`config.mk`:
```
export PLATFORM = sky130hd
export DESIGN_NAME = ula_regfile_ctrl_flat
export DESIGN_NICKNAME = d
export VERILOG_FILES = /design/src/rtl/ula_pkg.sv /design/src/rtl/ula_regfile_ctrl_if.sv /design/src/rtl/ula_regfile.sv /design/src/rtl/ula_regfile_ctrl.sv /design/src/flat_wrapper.sv
export SDC_FILE = /design/constraint.sdc
export NUM_CORES = 1
export LEC_CHECK = 0
export BUFFER_PORTS_ARGS = -buffer_cell sky130_fd_sc_hd__buf_2
export CAP_MARGIN = 5
export CORE_MARGIN = 1
export CORE_UTILIZATION = 50
export DETAILED_ROUTE_END_ITERATION = 16
export PLACE_DENSITY = 0.77
export REMOVE_ABC_BUFFERS = 1
export SLEW_MARGIN = 0
export SYNTH_ARGS = -nofsm -noshare
export SYNTH_HDL_FRONTEND = slang
export SYNTH_HIERARCHICAL = 1
export SYNTH_SLANG_ARGS = --single-unit
```
`constraint.sdc`:
```
create_clock -name clk -period 2 [get_ports clk]
set_input_delay 0.1 -clock clk [delete_from_list [all_inputs] [get_ports clk]]
set_output_delay 0.1 -clock clk [all_outputs]
set_load 0.005 [all_outputs]
```
`src/rtl/ula_pkg.sv`:
```
// Shared constants, opcode encodings and controller state type for the ULA
// register-file controller.
package ula_pkg;
    localparam int DATA_W     = 8;
    localparam int REG_ADDR_W = 2;
    localparam int NUM_REGS   = 1 << REG_ADDR_W;

    localparam logic [1:0] OP_ADD = 2'b00;
    localparam logic [1:0] OP_SUB = 2'b01;
    localparam logic [1:0] OP_SHL = 2'b10;
    localparam logic [1:0] OP_NOR = 2'b11;

    typedef enum logic [2:0] {
        IDLE,
        READ,
        EXEC,
        WB,
        RESP
    } state_e;
endpackage

```
`src/rtl/ula_regfile_ctrl_if.sv`:
```
// Instruction request / result response handshake bundle between an issuer
// (master) and the ULA register-file controller (slave).
interface ula_regfile_ctrl_if;
    import ula_pkg::*;

    logic                  in_valid;
    logic                  in_ready;
    logic [1:0]            in_op;
    logic [REG_ADDR_W-1:0] in_rs1;
    logic [REG_ADDR_W-1:0] in_rs2;
    logic [REG_ADDR_W-1:0] in_rd;
    logic                  out_valid;
    logic [DATA_W-1:0]     out_data;
    logic                  out_ready;

    modport master (
        output in_valid, in_op, in_rs1, in_rs2, in_rd, out_ready,
        input  in_ready, out_valid, out_data
    );

    modport slave (
        input  in_valid, in_op, in_rs1, in_rs2, in_rd, out_ready,
        output in_ready, out_valid, out_data
    );
endinterface

```
`src/rtl/ula_regfile.sv`:
```
// 4 x DATA_W register file: two asynchronous read ports, one synchronous
// write port. Write source selection lives in the controller.
module ula_regfile
    import ula_pkg::*;
(
    input  logic                  clk,
    input  logic                  rst,
    input  logic                  we,
    input  logic [REG_ADDR_W-1:0] waddr,
    input  logic [DATA_W-1:0]     wdata,
    input  logic [REG_ADDR_W-1:0] raddr_a,
    output logic [DATA_W-1:0]     rdata_a,
    input  logic [REG_ADDR_W-1:0] raddr_b,
    output logic [DATA_W-1:0]     rdata_b
);
    logic [DATA_W-1:0] regs_q [NUM_REGS];
    logic [DATA_W-1:0] regs_d [NUM_REGS];

    always_comb begin
        for (int i = 0; i < NUM_REGS; i++) begin
            regs_d[i] = regs_q[i];
        end
        if (we) begin
            regs_d[waddr] = wdata;
        end
    end

    always_ff @(posedge clk or posedge rst) begin
        if (rst) begin
            for (int i = 0; i < NUM_REGS; i++) begin
                regs_q[i] <= '0;
            end
        end else begin
            for (int i = 0; i < NUM_REGS; i++) begin
                regs_q[i] <= regs_d[i];
            end
        end
    end

    assign rdata_a = regs_q[raddr_a];
    assign rdata_b = regs_q[raddr_b];
endmodule

```
`src/rtl/ula_regfile_ctrl.sv`:
```
// Non-pipelined controller sequencing register reads, an external ALU and
// write-back. Optional zero flag output enabled by ULA_ZERO_FLAG_EN.
module ula_regfile_ctrl
    import ula_pkg::*;
#(
    parameter int DATA_W = ula_pkg::DATA_W
) (
    input  logic                  clk,
    input  logic                  rst,
    input  logic                  ld_en,
    input  logic [REG_ADDR_W-1:0] ld_addr,
    input  logic [DATA_W-1:0]     ld_data,
    ula_regfile_ctrl_if.slave     bus,
    output logic [DATA_W-1:0]     ula_a,
    output logic [DATA_W-1:0]     ula_b,
    output logic                  ula_f1,
    output logic                  ula_f2,
`ifdef ULA_ZERO_FLAG_EN
    output logic                  out_zero,
`endif
    input  logic [DATA_W-1:0]     ula_r
);
    state_e                state_q, state_d;
    logic [1:0]            op_q, op_d;
    logic [REG_ADDR_W-1:0] rs1_q, rs1_d;
    logic [REG_ADDR_W-1:0] rs2_q, rs2_d;
    logic [REG_ADDR_W-1:0] rd_q, rd_d;
    logic [DATA_W-1:0]     ula_a_q, ula_a_d;
    logic [DATA_W-1:0]     ula_b_q, ula_b_d;
    logic [1:0]            func_q, func_d;
    logic [DATA_W-1:0]     res_q, res_d;
    logic [DATA_W-1:0]     out_data_q, out_data_d;
    logic                  zero_q, zero_d;

    logic                  rf_we;
    logic [REG_ADDR_W-1:0] rf_waddr;
    logic [DATA_W-1:0]     rf_wdata;
    logic [DATA_W-1:0]     rf_rdata_a, rf_rdata_b;

    ula_regfile u_rf (
        .clk     (clk),
        .rst     (rst),
        .we      (rf_we),
        .waddr   (rf_waddr),
        .wdata   (rf_wdata),
        .raddr_a (rs1_q),
        .rdata_a (rf_rdata_a),
        .raddr_b (rs2_q),
        .rdata_b (rf_rdata_b)
    );

    always_comb begin
        state_d    = state_q;
        op_d       = op_q;
        rs1_d      = rs1_q;
        rs2_d      = rs2_q;
        rd_d       = rd_q;
        ula_a_d    = ula_a_q;
        ula_b_d    = ula_b_q;
        func_d     = func_q;
        res_d      = res_q;
        out_data_d = out_data_q;
        zero_d     = zero_q;
        rf_we      = 1'b0;
        rf_waddr   = ld_addr;
        rf_wdata   = ld_data;

        case (state_q)
            IDLE: begin
                // A same-cycle load lands on this edge, so READ sees it.
                rf_we = ld_en;
                if (bus.in_valid) begin
                    op_d    = bus.in_op;
                    rs1_d   = bus.in_rs1;
                    rs2_d   = bus.in_rs2;
                    rd_d    = bus.in_rd;
                    state_d = READ;
                end
            end
            READ: begin
                ula_a_d = rf_rdata_a;
                ula_b_d = rf_rdata_b;
                func_d  = op_q;
                state_d = EXEC;
            end
            EXEC: begin
                res_d   = ula_r;
                state_d = WB;
            end
            WB: begin
                rf_we      = 1'b1;
                rf_waddr   = rd_q;
                rf_wdata   = res_q;
                out_data_d = res_q;
                zero_d     = (res_q == '0);
                state_d    = RESP;
            end
            RESP: begin
                if (bus.out_ready) state_d = IDLE;
            end
            default: state_d = IDLE;
        endcase
    end

    always_ff @(posedge clk or posedge rst) begin
        if (rst) begin
            state_q    <= IDLE;
            op_q       <= '0;
            rs1_q      <= '0;
            rs2_q      <= '0;
            rd_q       <= '0;
            ula_a_q    <= '0;
            ula_b_q    <= '0;
            func_q     <= '0;
            res_q      <= '0;
            out_data_q <= '0;
            zero_q     <= 1'b0;
        end else begin
            state_q    <= state_d;
            op_q       <= op_d;
            rs1_q      <= rs1_d;
            rs2_q      <= rs2_d;
            rd_q       <= rd_d;
            ula_a_q    <= ula_a_d;
            ula_b_q    <= ula_b_d;
            func_q     <= func_d;
            res_q      <= res_d;
            out_data_q <= out_data_d;
            zero_q     <= zero_d;
        end
    end

    assign bus.in_ready  = (state_q == IDLE);
    assign bus.out_valid = (state_q == RESP);
    assign bus.out_data  = out_data_q;
    assign ula_a         = ula_a_q;
    assign ula_b         = ula_b_q;
    assign ula_f1        = func_q[1];
    assign ula_f2        = func_q[0];
`ifdef ULA_ZERO_FLAG_EN
    assign out_zero      = zero_q;
`else
    logic unused_zero;
    assign unused_zero   = zero_q;
`endif
endmodule

```
`src/flat_wrapper.sv`:
```
// flat-port wrapper written by rule: the top's interface ports become plain ports
module ula_regfile_ctrl_flat import ula_pkg::*;
#(
    parameter int DATA_W = ula_pkg::DATA_W
)
  (clk, rst, ld_en, ld_addr, ld_data, ula_a, ula_b, ula_f1, ula_f2, ula_r, bus_in_valid, bus_in_op, bus_in_rs1, bus_in_rs2, bus_in_rd, bus_out_ready, bus_in_ready, bus_out_valid, bus_out_data);
  ula_regfile_ctrl_if bus_i ();
  input  logic clk;
  input  logic rst;
  input  logic ld_en;
  input  logic [REG_ADDR_W-1:0] ld_addr;
  input  logic [DATA_W-1:0] ld_data;
  output logic [DATA_W-1:0] ula_a;
  output logic [DATA_W-1:0] ula_b;
  output logic ula_f1;
  output logic ula_f2;
  input  logic [DATA_W-1:0] ula_r;
  input wire logic [$bits(bus_i.in_valid)-1:0] bus_in_valid;
  input wire logic [$bits(bus_i.in_op)-1:0] bus_in_op;
  input wire logic [$bits(bus_i.in_rs1)-1:0] bus_in_rs1;
  input wire logic [$bits(bus_i.in_rs2)-1:0] bus_in_rs2;
  input wire logic [$bits(bus_i.in_rd)-1:0] bus_in_rd;
  input wire logic [$bits(bus_i.out_ready)-1:0] bus_out_ready;
  output wire logic [$bits(bus_i.in_ready)-1:0] bus_in_ready;
  output wire logic [$bits(bus_i.out_valid)-1:0] bus_out_valid;
  output wire logic [$bits(bus_i.out_data)-1:0] bus_out_data;
  assign bus_i.in_valid = bus_in_valid;
  assign bus_i.in_op = bus_in_op;
  assign bus_i.in_rs1 = bus_in_rs1;
  assign bus_i.in_rs2 = bus_in_rs2;
  assign bus_i.in_rd = bus_in_rd;
  assign bus_i.out_ready = bus_out_ready;
  assign bus_in_ready = bus_i.in_ready;
  assign bus_out_valid = bus_i.out_valid;
  assign bus_out_data = bus_i.out_data;
  ula_regfile_ctrl #(.DATA_W(DATA_W)) u_core (.clk(clk), .rst(rst), .ld_en(ld_en), .ld_addr(ld_addr), .ld_data(ld_data), .bus(bus_i), .ula_a(ula_a), .ula_b(ula_b), .ula_f1(ula_f1), .ula_f2(ula_f2), .ula_r(ula_r));
endmodule
```
# Word-level counts from Yosys, hierarchy flattened
# Cells that the tools add are included.
[word_totals] register_bits=77 inputBits=31 output_inout_bits=28 wordCells=46
[classes] eq_ne=6 n_mux=15 n_bitwise=3 order_cmp=4 reduce_logical=4
[ops] cell="$mux W8" count=6
[ops] cell="$bmux W8 S2" count=2
[ops] cell="$bwmux W32" count=1
[ops] cell="$demux W8 S2" count=1
[ops] cell="$pmux W3 S5" count=1
[ops] cell="$ge A3 B3 Y1 const B" count=3
[ops] cell="$not A2 Y3" count=3
[ops] cell="$eq A3 B2 Y1 const B" count=2
[ops] cell="$mux W3" count=2
[ops] cell="$ne A2 B2 Y1 const B" count=2
[ops] cell="$reduce_and A2 Y1" count=2
[ops] cell="$eq A3 B1 Y1 const B" count=1
[ops] cell="$eq A3 B3 Y1 const B" count=1
[ops] cell="$logic_not A3 Y1" count=1
[ops] cell="$lt A3 B1 Y1 const B" count=1
[ops] cell="$mux W2" count=1
[ops] cell="$pmux W1 S2" count=1
[ops] cell="$logic_and A1 B1 Y1" count=1

# Logic depth before layout (Yosys ltp)
# Gate-level depths: netlist of the first run.
[logic_depth] depth_word=8 depth_mapped=7 depth_no_buf=4

# Hierarchy
# Netlist of the first run, hierarchy kept.
[modules_own_cells] module="ula_regfile_ctrl" instances=1 seq_area_each_um2=1126.1 area_each_um2=1896.8 cells_each=120
[modules_own_cells] module="ula_regfile" instances=1 seq_area_each_um2=800.8 area_each_um2=1594.0 cells_each=89

# Worst setup path after synthesis of the first run
# No wires, ideal clock.
[synth_path] kind="reg-to-reg" startpoint="register u_core.state_q[1]" endpoint="register u_core/u_rf/regs_q[24] (netlist bit)" path_stages_with_launch=8 path_buffers=3 synth_period_minus_slack_ns=2.182 arrival_time_ns=2.057 t_required_ns=1.875 setup_slack_ns=-0.182 setup_ns=0.125 path_cell_list="dfrtp_1 buf_6 nand3b_1 buf_4 buf_2 mux2_2 nor3b_4 mux2_2"
[synth_between] elab_chain_len=8 elab_cells_between_ends=12 classes_between="order compare (2); eq/ne (1); mux (6); bitwise (1); reduce/logical (2)"
[synth_lines] item="start, declared" line="ula_regfile_ctrl.sv:23" text="state_e state_q, state_d;"
[synth_lines] item="start signal, assigned" line="ula_regfile_ctrl.sv:119" text="state_q <= state_d;"
[synth_lines] item="$eq A3 B2 Y1 *" line="ula_regfile_ctrl.sv:68" text="case (state_q)"
[synth_lines] item="$mux W2 *" line="ula_regfile_ctrl.sv:68"
[synth_lines] item="net u_core.rf_waddr[0]" line="ula_regfile_ctrl.sv:36" text="logic [REG_ADDR_W-1:0] rf_waddr;"
[synth_lines] item="$not A2 Y3 (implied by the code) *" line="ula_regfile.sv:24" text="regs_d[waddr] = wdata;"
[synth_lines] item="$ge A3 B3 Y1 (implied by the code) / $lt A3 B1 Y1 (equally long branches)" line="ula_regfile.sv:24"
[synth_lines] item="$logic_and A1 B1 Y1 (implied by the code)" line="ula_regfile.sv:24"
[synth_lines] item="$mux W8 (implied by the code)" line="ula_regfile.sv:24"
[synth_lines] item="$demux W8 S2 *" line="ula_regfile.sv:24"
[synth_lines] item="$bwmux W32 *" line="ula_regfile.sv:24"
[synth_lines] item="end signal, assigned by index" line="ula_regfile.sv:35" text="regs_q[i] <= regs_d[i];"
[synth_lines] item="end, declared" line="ula_regfile.sv:16" text="logic [DATA_W-1:0] regs_q [NUM_REGS];"
# The timed path passes the listed nets; every way through them passes the cells marked *.
# A chain may end at the register's enable or synchronous reset.

# Worst setup path after layout of the first run
[layout_path] startpoint="register u_core.state_q[1]" endpoint="register u_core/u_rf/regs_q[6] (netlist bit)"
[layout_between] elab_cells_between_ends=12 classes_between="order compare (2); eq/ne (1); mux (6); bitwise (1); reduce/logical (2)"
[layout_rtl] item="$eq A3 B2 Y1 / $logic_not A3 Y1 (equally long branches)" line="ula_regfile_ctrl.sv:68"
[layout_rtl] item="$pmux W1 S2 *" line="ula_regfile_ctrl.sv:68"
[layout_rtl] item="net u_core.rf_we" line="ula_regfile_ctrl.sv:35" text="logic rf_we;"
# Marks and branches as above.

==> results of run 1 <==
[Yosys cell counts, drive strengths merged]
cell type and number:
nand2 2, xnor2 1, nor4b 1, nand3 1
nor3 2, or4b 1, nor3b 4, or3b 1
mux2 84, mux4 16, a21oi 1, nor2 2
buf 11, inv 2, dfrtp 77, nand3b 3
[what timing repair did]
action | in CTS | in global routing
endpoints found under the setup margin | 0 | 0
hold endpoints to repair | 69 | 0
gates resized for setup | 0 | 0
hold buffers | 18 | 0
[tightest hold or removal path, delay by kind of cell]
| family | cells | cell delay [ns] |
|---|---|---|
| and+or+nand+nor | 2 | 0.13 |
| buffers and inverters | 1 | 0.11 |
[routing by layer]
metal	wire length (um)	share of wire [%]	up-vias	global-route usage (%)
li1	-	-	950	-
met4	127	2.0	0	10.45
met3	171	2.7	10	3.657
met5	0	0	-	0
met2	3241	51	35	31.71
met1	2821	44	1081	25.45
[kinds of logic after synthesis]
kind of cell / synth area share, %
multiplexers: 37.42
flip-flops: 55.20
AND/OR/NAND/NOR: 4.588
buffers and inverters: 2.401
AO/OA/AOI/OAI: 0.1432
XOR/XNOR: 0.2509
[registers in the layout, indices dropped and copies added, names as in the netlist]
register / count
u_core/u_rf/regs_q: 32
u_core/bus.out_data: 8
u_core/res_q: 8
u_core/ula_a: 8
u_core/ula_b: 8
u_core/state_q: 3
u_core/func_q: 2
u_core/op_q: 2
u_core/rd_q: 2
u_core/rs1_q: 2
u_core/rs2_q: 2
[final timing paths]
path | startpoint | endpoint | slack [ns]
worst max-delay path | u_core/state_q[1] | u_core/u_rf/regs_q[6] | 0.09
worst max register to register | u_core/state_q[1] | u_core/u_rf/regs_q[6] | 0.09
worst min register to register | u_core/ula_a[7] | u_core/ula_a[7] | 0.50
min in group asynchronous | rst | u_core/ula_a[2] | 0.36
worst min-delay path | bus_in_valid | u_core/state_q[0] | 0.03
max in group asynchronous | rst | u_core/state_q[1] | 1.09
[power by group through the flow]
stage	Combinational [mW]	Clock [mW]	Sequential, mW
final	2.91	1.38	3.00
after global routing	3.14	1.49	3.14
after CTS	2.95	1.42	3.01
after detailed placement	2.92	0	3.04
after global placement	2.83	0	3.00
after floorplan	2.05	0	2.94
[area by class of cell]
cell class / instances / area share (%)
sequential: 77 / 44.50
multi-input combinational: 119 / 34.30
timing repair buffer: 85 / 13.29
clock buffer: 9 / 2.860
clock inverter: 6 / 2.572
tap: 80 / 2.311
inverter: 2 / 0.1734
==> load_flow_metrics.sql, run 1 <==
INSERT INTO impl_metrics (metric_group, metric, value, unit) VALUES
('die', 'initial_core_util', '51.67', '%'),
('cts', 'post_cts.repair.setup_buffers', '0', ''),
('cts', 'cts_tree', 'built', ''),
('power', 'psw', '2.183', 'mW'),
('worst_setup_path', 'crit_path_top_delay_cell', 'or3b_2', ''),
('global_routing', 'grt_start_max_net_pins', '33', ''),
('cts', 'clock-root-buffer', 'clkbuf_8', ''),
('finish', 'fin_area', '4330', 'um2'),
('power', 'pwr_density_cell', '1684', 'nW/um2'),
('die', 'die_width', '85.56', 'um'),
('finish', 'final-instance-count-excl-fill', '378', ''),
('finish', 'multi_input_comb_area', '1485', 'um2'),
('worst_setup_path', 'kind_of_cell_adding_the_most_delay_to_the_critical_path', 'simple AND/OR/NAND/NOR gates', ''),
('cts', 'number_of_sinks_driven_by_the_clock_tree', '77', ''),
('power', 'power.combinational.fraction', '40.0', '%'),
('hold_path', 'class_of_the_worst_hold_path', 'in -> reg', ''),
('worst_setup_path', 'critical_path_cell_count', '5', ''),
('synthesis', 'synth-seq-cells', '77', ''),
('global_routing', 'first_global_vias', '2068', ''),
('timing', 'fin_worst_hold_slack', '0.03480', 'ns'),
('route', 'drt_wl_total', '6360', 'um'),
('worst_setup_path', 'cp_slowest_stage_delay', '0.46', 'ns'),
('power', 'internal-power', '5.110', 'mW'),
('worst_setup_path', 'cp.arrival', '2.14', 'ns'),
('synthesis', 'synthesis.instances', '209', ''),
('worst_setup_path', 'cp_max_fo', '8', ''),
('cts', 'ctsLongestPathBuffers', '2', ''),
('finish', 'register_area', '1927', 'um2'),
('power', 'part_of_the_total_power_dissipated_in_sequential_elements', '41.1', '%'),
('timing', 'setup_slack', '0.09184', 'ns'),
('global_routing', 'grt_pass1_wl', '10490', 'um'),
('worst_setup_path', 'cp.required', '2.23', 'ns'),
('worst_setup_path', 'worstRegToRegCells', '5', ''),
('route', 'detailedRoute.firstIterationViolations', '63', ''),
('power', 'switch_share', '29.93', '%'),
('run', 'max_cap_viol_count', '0', ''),
('finish', 'drive_above_1_share', '64.09', '%'),
('place', 'placed_cells_incl_taps', '345', ''),
('worst_setup_path', 'critPathKind', 'reg -> reg', ''),
('finish', 'layout.cells.most_common_list', '84 x mux2_2, 77 x dfrtp_1, 58 x buf_2, 18 x dlygate4sd3_1, 16 x mux4_2', ''),
('worst_setup_path', 'setup.worst_path.end_class', 'flip-flop', ''),
('cts', 'cts_max_level', '3', ''),
('power', 'clock_power_share', '19.0', '%'),
('place', 'placement.setup.worst_slack', '0.08285', 'ns'),
('worst_setup_path', 'cp_cell_sequence', 'or3b_2, a21oi_1, buf_4, nand3_2, mux2_2', ''),
('synthesis', 'synth.lib_cells_used.distinct', '21', ''),
('timing', 'actual_transition_at_the_worst_max_transition_pin', '0.7950', 'ns'),
('worst_setup_path', 'path_buf_inv', '1', ''),
('synthesis', 'synth_area', '3491', 'um2'),
('timing', 'worst_clock_skew', '0.009698', 'ns'),
('route', 'drt-wirelength-per-cell', '16.83', 'um'),
('place', 'port_buffers', '58', ''),
('hold_path', 'hold-path-cell-count', '3', ''),
('synthesis', 'syn-mean-instance-area', '16.70', 'um2'),
('finish', 'area.growth.synth_to_final', '24.05', '%'),
('cts', 'worstSkewPairLatency', '0.34', 'ns'),
('die', 'floorplan.die.height', '85.56', 'um'),
('run_status', 'run_status', 'complete, no violations', ''),
('cts', 'cts.reportedPaths.clkPinSlew', '0.08', 'ns'),
('timing', 'max_clock_freq', '524.1', 'MHz'),
('timing', 'fin_crit', '1.908', 'ns'),
('global_routing', 'grt_remaining_overflow', '0', ''),
('power', 'p_total', '7.293', 'mW'),
('global_routing', 'grt_antenna_before_repair', '0', ''),
('timing', 'final-max-slew-violation-count', '0', ''),
('route', 'drc', '0', ''),
('finish', 'mostFrequentLayoutCell', 'mux2_2', ''),
('power', 'peakVddDrop', '0.0008877', 'V'),
('timing', 'setup_total_negative_slack', '0', 'ns'),
('die', 'pin_count', '59', ''),
('synthesis', 'yosysTopAreaCell', 'dfrtp_1', '');
No activity file was read; power rests on OpenSTA's default activity.
==> run 2: changes to the inputs <==
--- a/config.mk
+++ b/config.mk
@@ -6,7 +6,6 @@
 export NUM_CORES = 1
 export LEC_CHECK = 0
 export BUFFER_PORTS_ARGS = -buffer_cell sky130_fd_sc_hd__buf_2
-export CAP_MARGIN = 5
 export CORE_MARGIN = 1
 export CORE_UTILIZATION = 50
 export DETAILED_ROUTE_END_ITERATION = 16
@@ -15,5 +14,4 @@
 export SLEW_MARGIN = 0
 export SYNTH_ARGS = -nofsm -noshare
 export SYNTH_HDL_FRONTEND = slang
-export SYNTH_HIERARCHICAL = 1
 export SYNTH_SLANG_ARGS = --single-unit
==> load_flow_metrics.sql, run 2 <==
INSERT INTO impl_metrics (metric_group, metric, value, unit) VALUES
('synthesis', 'synthFlopType', 'dfrtp_1', ''),
('synthesis', 'synth-async-reset-ratio', '100.0', '%'),
('timing', 'actual_transition_at_the_worst_max_transition_pin', '0.6248', 'ns'),
('finish', 'antenna_cells', '0', ''),
('route', 'post_drt_via_cell_ratio', '5.201', ''),
('finish', 'design.final.nets', '329', ''),
('timing', 'grt_setup_unrepaired', 'false', ''),
('die', 'die_width', '85.66', 'um'),
('run_status', 'run_status', 'complete, no violations', ''),
('finish', 'layout.cells.most_common_list', '77 x dfrtp_1, 74 x mux2_2, 58 x buf_2, 18 x dlygate4sd3_1, 16 x mux4_2', ''),
('synthesis', 'synth_edf_count', '0', ''),
('global_routing', 'gr-max-usage-layer', 'met2', ''),
('cts', 'post_cts.repair.setup_buffers', '0', ''),
('finish', 'drive_above_1_share', '63.70', '%'),
('power', 'part_of_the_total_power_dissipated_in_sequential_elements', '41.9', '%'),
('cts', 'number_of_sinks_driven_by_the_clock_tree', '77', ''),
('route', 'drt_wl_total', '6564', 'um'),
('synthesis', 'sequential_element_share_of_the_synthesized_area', '55.06', '%'),
('global_routing', 'grt_antenna_before_repair', '0', ''),
('synthesis', 'synth.lib_cells_used.distinct', '28', ''),
('timing', 'fin_worst_hold_slack', '0.01760', 'ns'),
('route', 'detailedRoute.firstIterationViolations', '70', ''),
('die', 'pin_count', '59', ''),
('timing', 'relSlewSlack', '58.35', '%'),
('global_routing', 'grtUsageMet2', '31.85', '%'),
('cts', 'worstSkewPairLatency', '0.35', 'ns'),
('place', 'routabilityCongestion', '0.7905', ''),
('die', 'floorplan.die.height', '85.66', 'um'),
('global_routing', 'grt_start_max_net_pins', '55', ''),
('synthesis', 'main_combinational_cell_family_by_area_after_synthesis', 'multiplexers', ''),
('power', 'power.combinational.fraction', '39.9', '%'),
('synthesis', 'synthesis.instances', '213', ''),
('place', 'port_buffers', '58', ''),
('finish', 'registers.top_by_ff_count', 'u_core.u_rf.regs_q', ''),
('die', 'placeable_core_region', '6794', 'um2'),
('place', 'hpwl', '4394', 'um'),
('cts', 'cts_max_level', '3', ''),
('synthesis', 'synth_area', '3500', 'um2'),
('synthesis', 'dominant_cell_by_count_in_the_synthesized_netlist', 'dfrtp_1', ''),
('synthesis', 'post_synth_mux_area_share', '38.18', '%'),
('hold_path', 'class_of_the_worst_hold_path', 'in -> reg', ''),
('route', 'drt-wirelength-per-cell', '16.45', 'um'),
('synthesis', 'synth.top_cell.area_share', '55.06', '%'),
('synthesis', 'syn-mean-instance-area', '16.43', 'um2'),
('die', 'floorplan.die_area', '7338', 'um2'),
('worst_setup_path', 'cp_max_fo', '5', ''),
('cts', 'ctsLongestPathBuffers', '2', ''),
('timing', 'final-max-slew-violation-count', '0', ''),
('global_routing', 'met3_track_utilization_from_global_routing', '4.909', '%'),
('timing', 'hold_viol', '0', ''),
('power', 'power.static_leakage', '1.946', 'nW'),
('synthesis', 'synth-simple-area-share', '3.683', '%'),
('power', 'clock_power_share', '18.3', '%'),
('worst_setup_path', 'cp.required', '2.23', 'ns'),
('synthesis', 'yosysTopAreaCell', 'dfrtp_1', ''),
('power', 'internal-power', '5.065', 'mW'),
('die', 'initial_core_util', '51.51', '%'),
('route', 'number_of_nets_with_antenna_violations_after_routing', '0', ''),
('timing', 'worst_clock_skew', '0.004567', 'ns'),
('finish', 'n_fill_cell', '522', ''),
('finish', 'final-instance-count-excl-fill', '399', ''),
('global_routing', 'grt_remaining_overflow', '0', ''),
('global_routing', 'groute.layer.met1.usage', '25.72', '%'),
('place', 'placed_cells_incl_taps', '365', ''),
('die', 'row_count', '30', ''),
('worst_setup_path', 'cp.arrival', '2.12', 'ns'),
('cts', 'clock-root-buffer', 'clkbuf_8', ''),
('timing', 'share_of_the_cycle_needed_by_the_critical_path_after_routing', '94.30', '%'),
('timing', 'max_clock_freq', '530.2', 'MHz'),
('synthesis', 'synth-compound-area-share', '0.5363', '%'),
('power', 'peakVddDrop', '0.0008719', 'V'),
('finish', 'area.growth.synth_to_final', '24.06', '%'),
('synthesis', 'synthAdderAreaFrac', '0', '%'),
('run', 'max_cap_viol_count', '0', ''),
('worst_setup_path', 'setup.worst_path.end_class', 'flip-flop', ''),
('synthesis', 'xor_xnor_fraction_of_synth_area', '0', '%'),
('timing', 'fin_crit', '1.886', 'ns'),
('worst_setup_path', 'critPathKind', 'reg -> reg', ''),
('route', 'drc', '0', ''),
('global_routing', 'grt.total_usage', '20.24', '%'),
('global_routing', 'first_global_vias', '2229', ''),
('cts', 'postCtsHoldBufs', '18', ''),
('finish', 'mostFrequentLayoutCell', 'dfrtp_1', ''),
('cts', 'post_cts.resized_instances', '0', ''),
('cts', 'cts_tree', 'built', ''),
('synthesis', 'synth-seq-cells', '77', ''),
('synthesis', 'ys_warn_count', '0', ''),
('global_routing', 'grt_pass1_wl', '10830', 'um'),
('timing', 'number_of_setup_violations_in_the_final_report', '0', ''),
('worst_setup_path', 'crit_path_start_kind', 'flip-flop', ''),
('cts', 'cts.reportedPaths.clkPinSlew', '0.07', 'ns'),
('power', 'p_total', '7.221', 'mW'),
('power', 'psw', '2.156', 'mW'),
('power', 'switch_share', '29.86', '%'),
('route', 'num_vias', '2075', ''),
('synthesis', 'top_cells_by_area_in_the_synthesized_netlist', 'dfrtp_1 55%, mux2_2 24%, mux4_2 10%, mux2_4 3.4%, buf_2 1.1%', ''),
('synthesis', 'post_synth_most_frequent_cells', '77 x dfrtp_1, 74 x mux2_2, 16 x mux4_2', ''),
('power', 'pwr_density_cell', '1663', 'nW/um2'),
('route', 'firstDrtPassIters', '4', ''),
('cts', 'cts_made_buffers', '9', ''),
('finish', 'largest_register_ffs', '32', '');
[run 2: power by group through the flow]
stage / registers, mW / logic (mW) / clock network, mW
after global placement: 3.01 / 2.80 / 0
after floorplan: 2.92 / 2.06 / 0
final: 3.02 / 2.88 / 1.32
after global routing: 3.14 / 3.10 / 1.41
after detailed placement: 3.05 / 2.87 / 0
after CTS: 3.02 / 2.91 / 1.35
[run 2: final cells by class]
type | instances | area (um2) | area share (%)
repair buffers | 88 | 573.1 | 13.20
clock buffers | 12 | 155.1 | 3.573
well taps | 96 | 120.1 | 2.767
inverters | 2 | 7.507 | 0.1729
multi-input cells | 120 | 1489 | 34.29
clock inverters | 4 | 70.07 | 1.614
flip-flops and latches | 77 | 1927 | 44.38
[run 2: logic make-up (layout without fill, tap and decap cells)]
kind of cell           count (synthesis)  in the layout
multiplexers                          99             99
flip-flops                            77             77
AND/OR/NAND/NOR                       18             18
buffers and inverters                 16            106
AO/OA/AOI/OAI                          3              3
[run 2: path summary, 6_finish.rpt]
path	slack [ns]	startpoint	depth (start not counted)	to
max in group asynchronous	0.99	rst	4	u_core.func_q[1]
worst min register to register	0.50	u_core.bus.out_data[0]	1	u_core.bus.out_data[0]
worst min-delay path	0.02	bus_in_valid	3	u_core.state_q[0]
worst max register to register	0.11	u_core.state_q[1]	5	u_core.u_rf.regs_q[11]
min in group asynchronous	0.34	rst	3	u_core.bus.out_data[7]
worst max-delay path	0.11	u_core.state_q[1]	5	u_core.u_rf.regs_q[11]
[run 2: worst max-delay path, stage by stage, from the launching register on]
cell     delay [ns]
dfrtp_1        0.44
or4b_4         0.53
a21oi_2        0.17
nor2b_2        0.17
buf_4          0.16
mux2_4         0.30
[run 2: per-layer routing]
layer | vias to the layer above | routed length, um
met2 | 59 | 3211
met3 | 14 | 272
li1 | 954 | -
met4 | 0 | 184
met5 | - | 0
met1 | 1048 | 2895
[run 2: metrics by stage]
| stage | setup TNS, ns | utilization (%) | setup slack (ns) | cell area, um2 |
|---|---|---|---|---|
| finish | 0 | 63.90 | 0.1141 | 4342 |
| global route | 0 | 63.90 | 0.02303 | 4342 |
| CTS | 0 | 63.90 | 0.1166 | 4342 |
| detailed placement | 0 | 57.94 | 0.1276 | 3936 |
| global placement | 0 | 57.94 | 0.1561 | 3936 |
| floorplan | -20.59 | - | -0.4538 | 3418 |
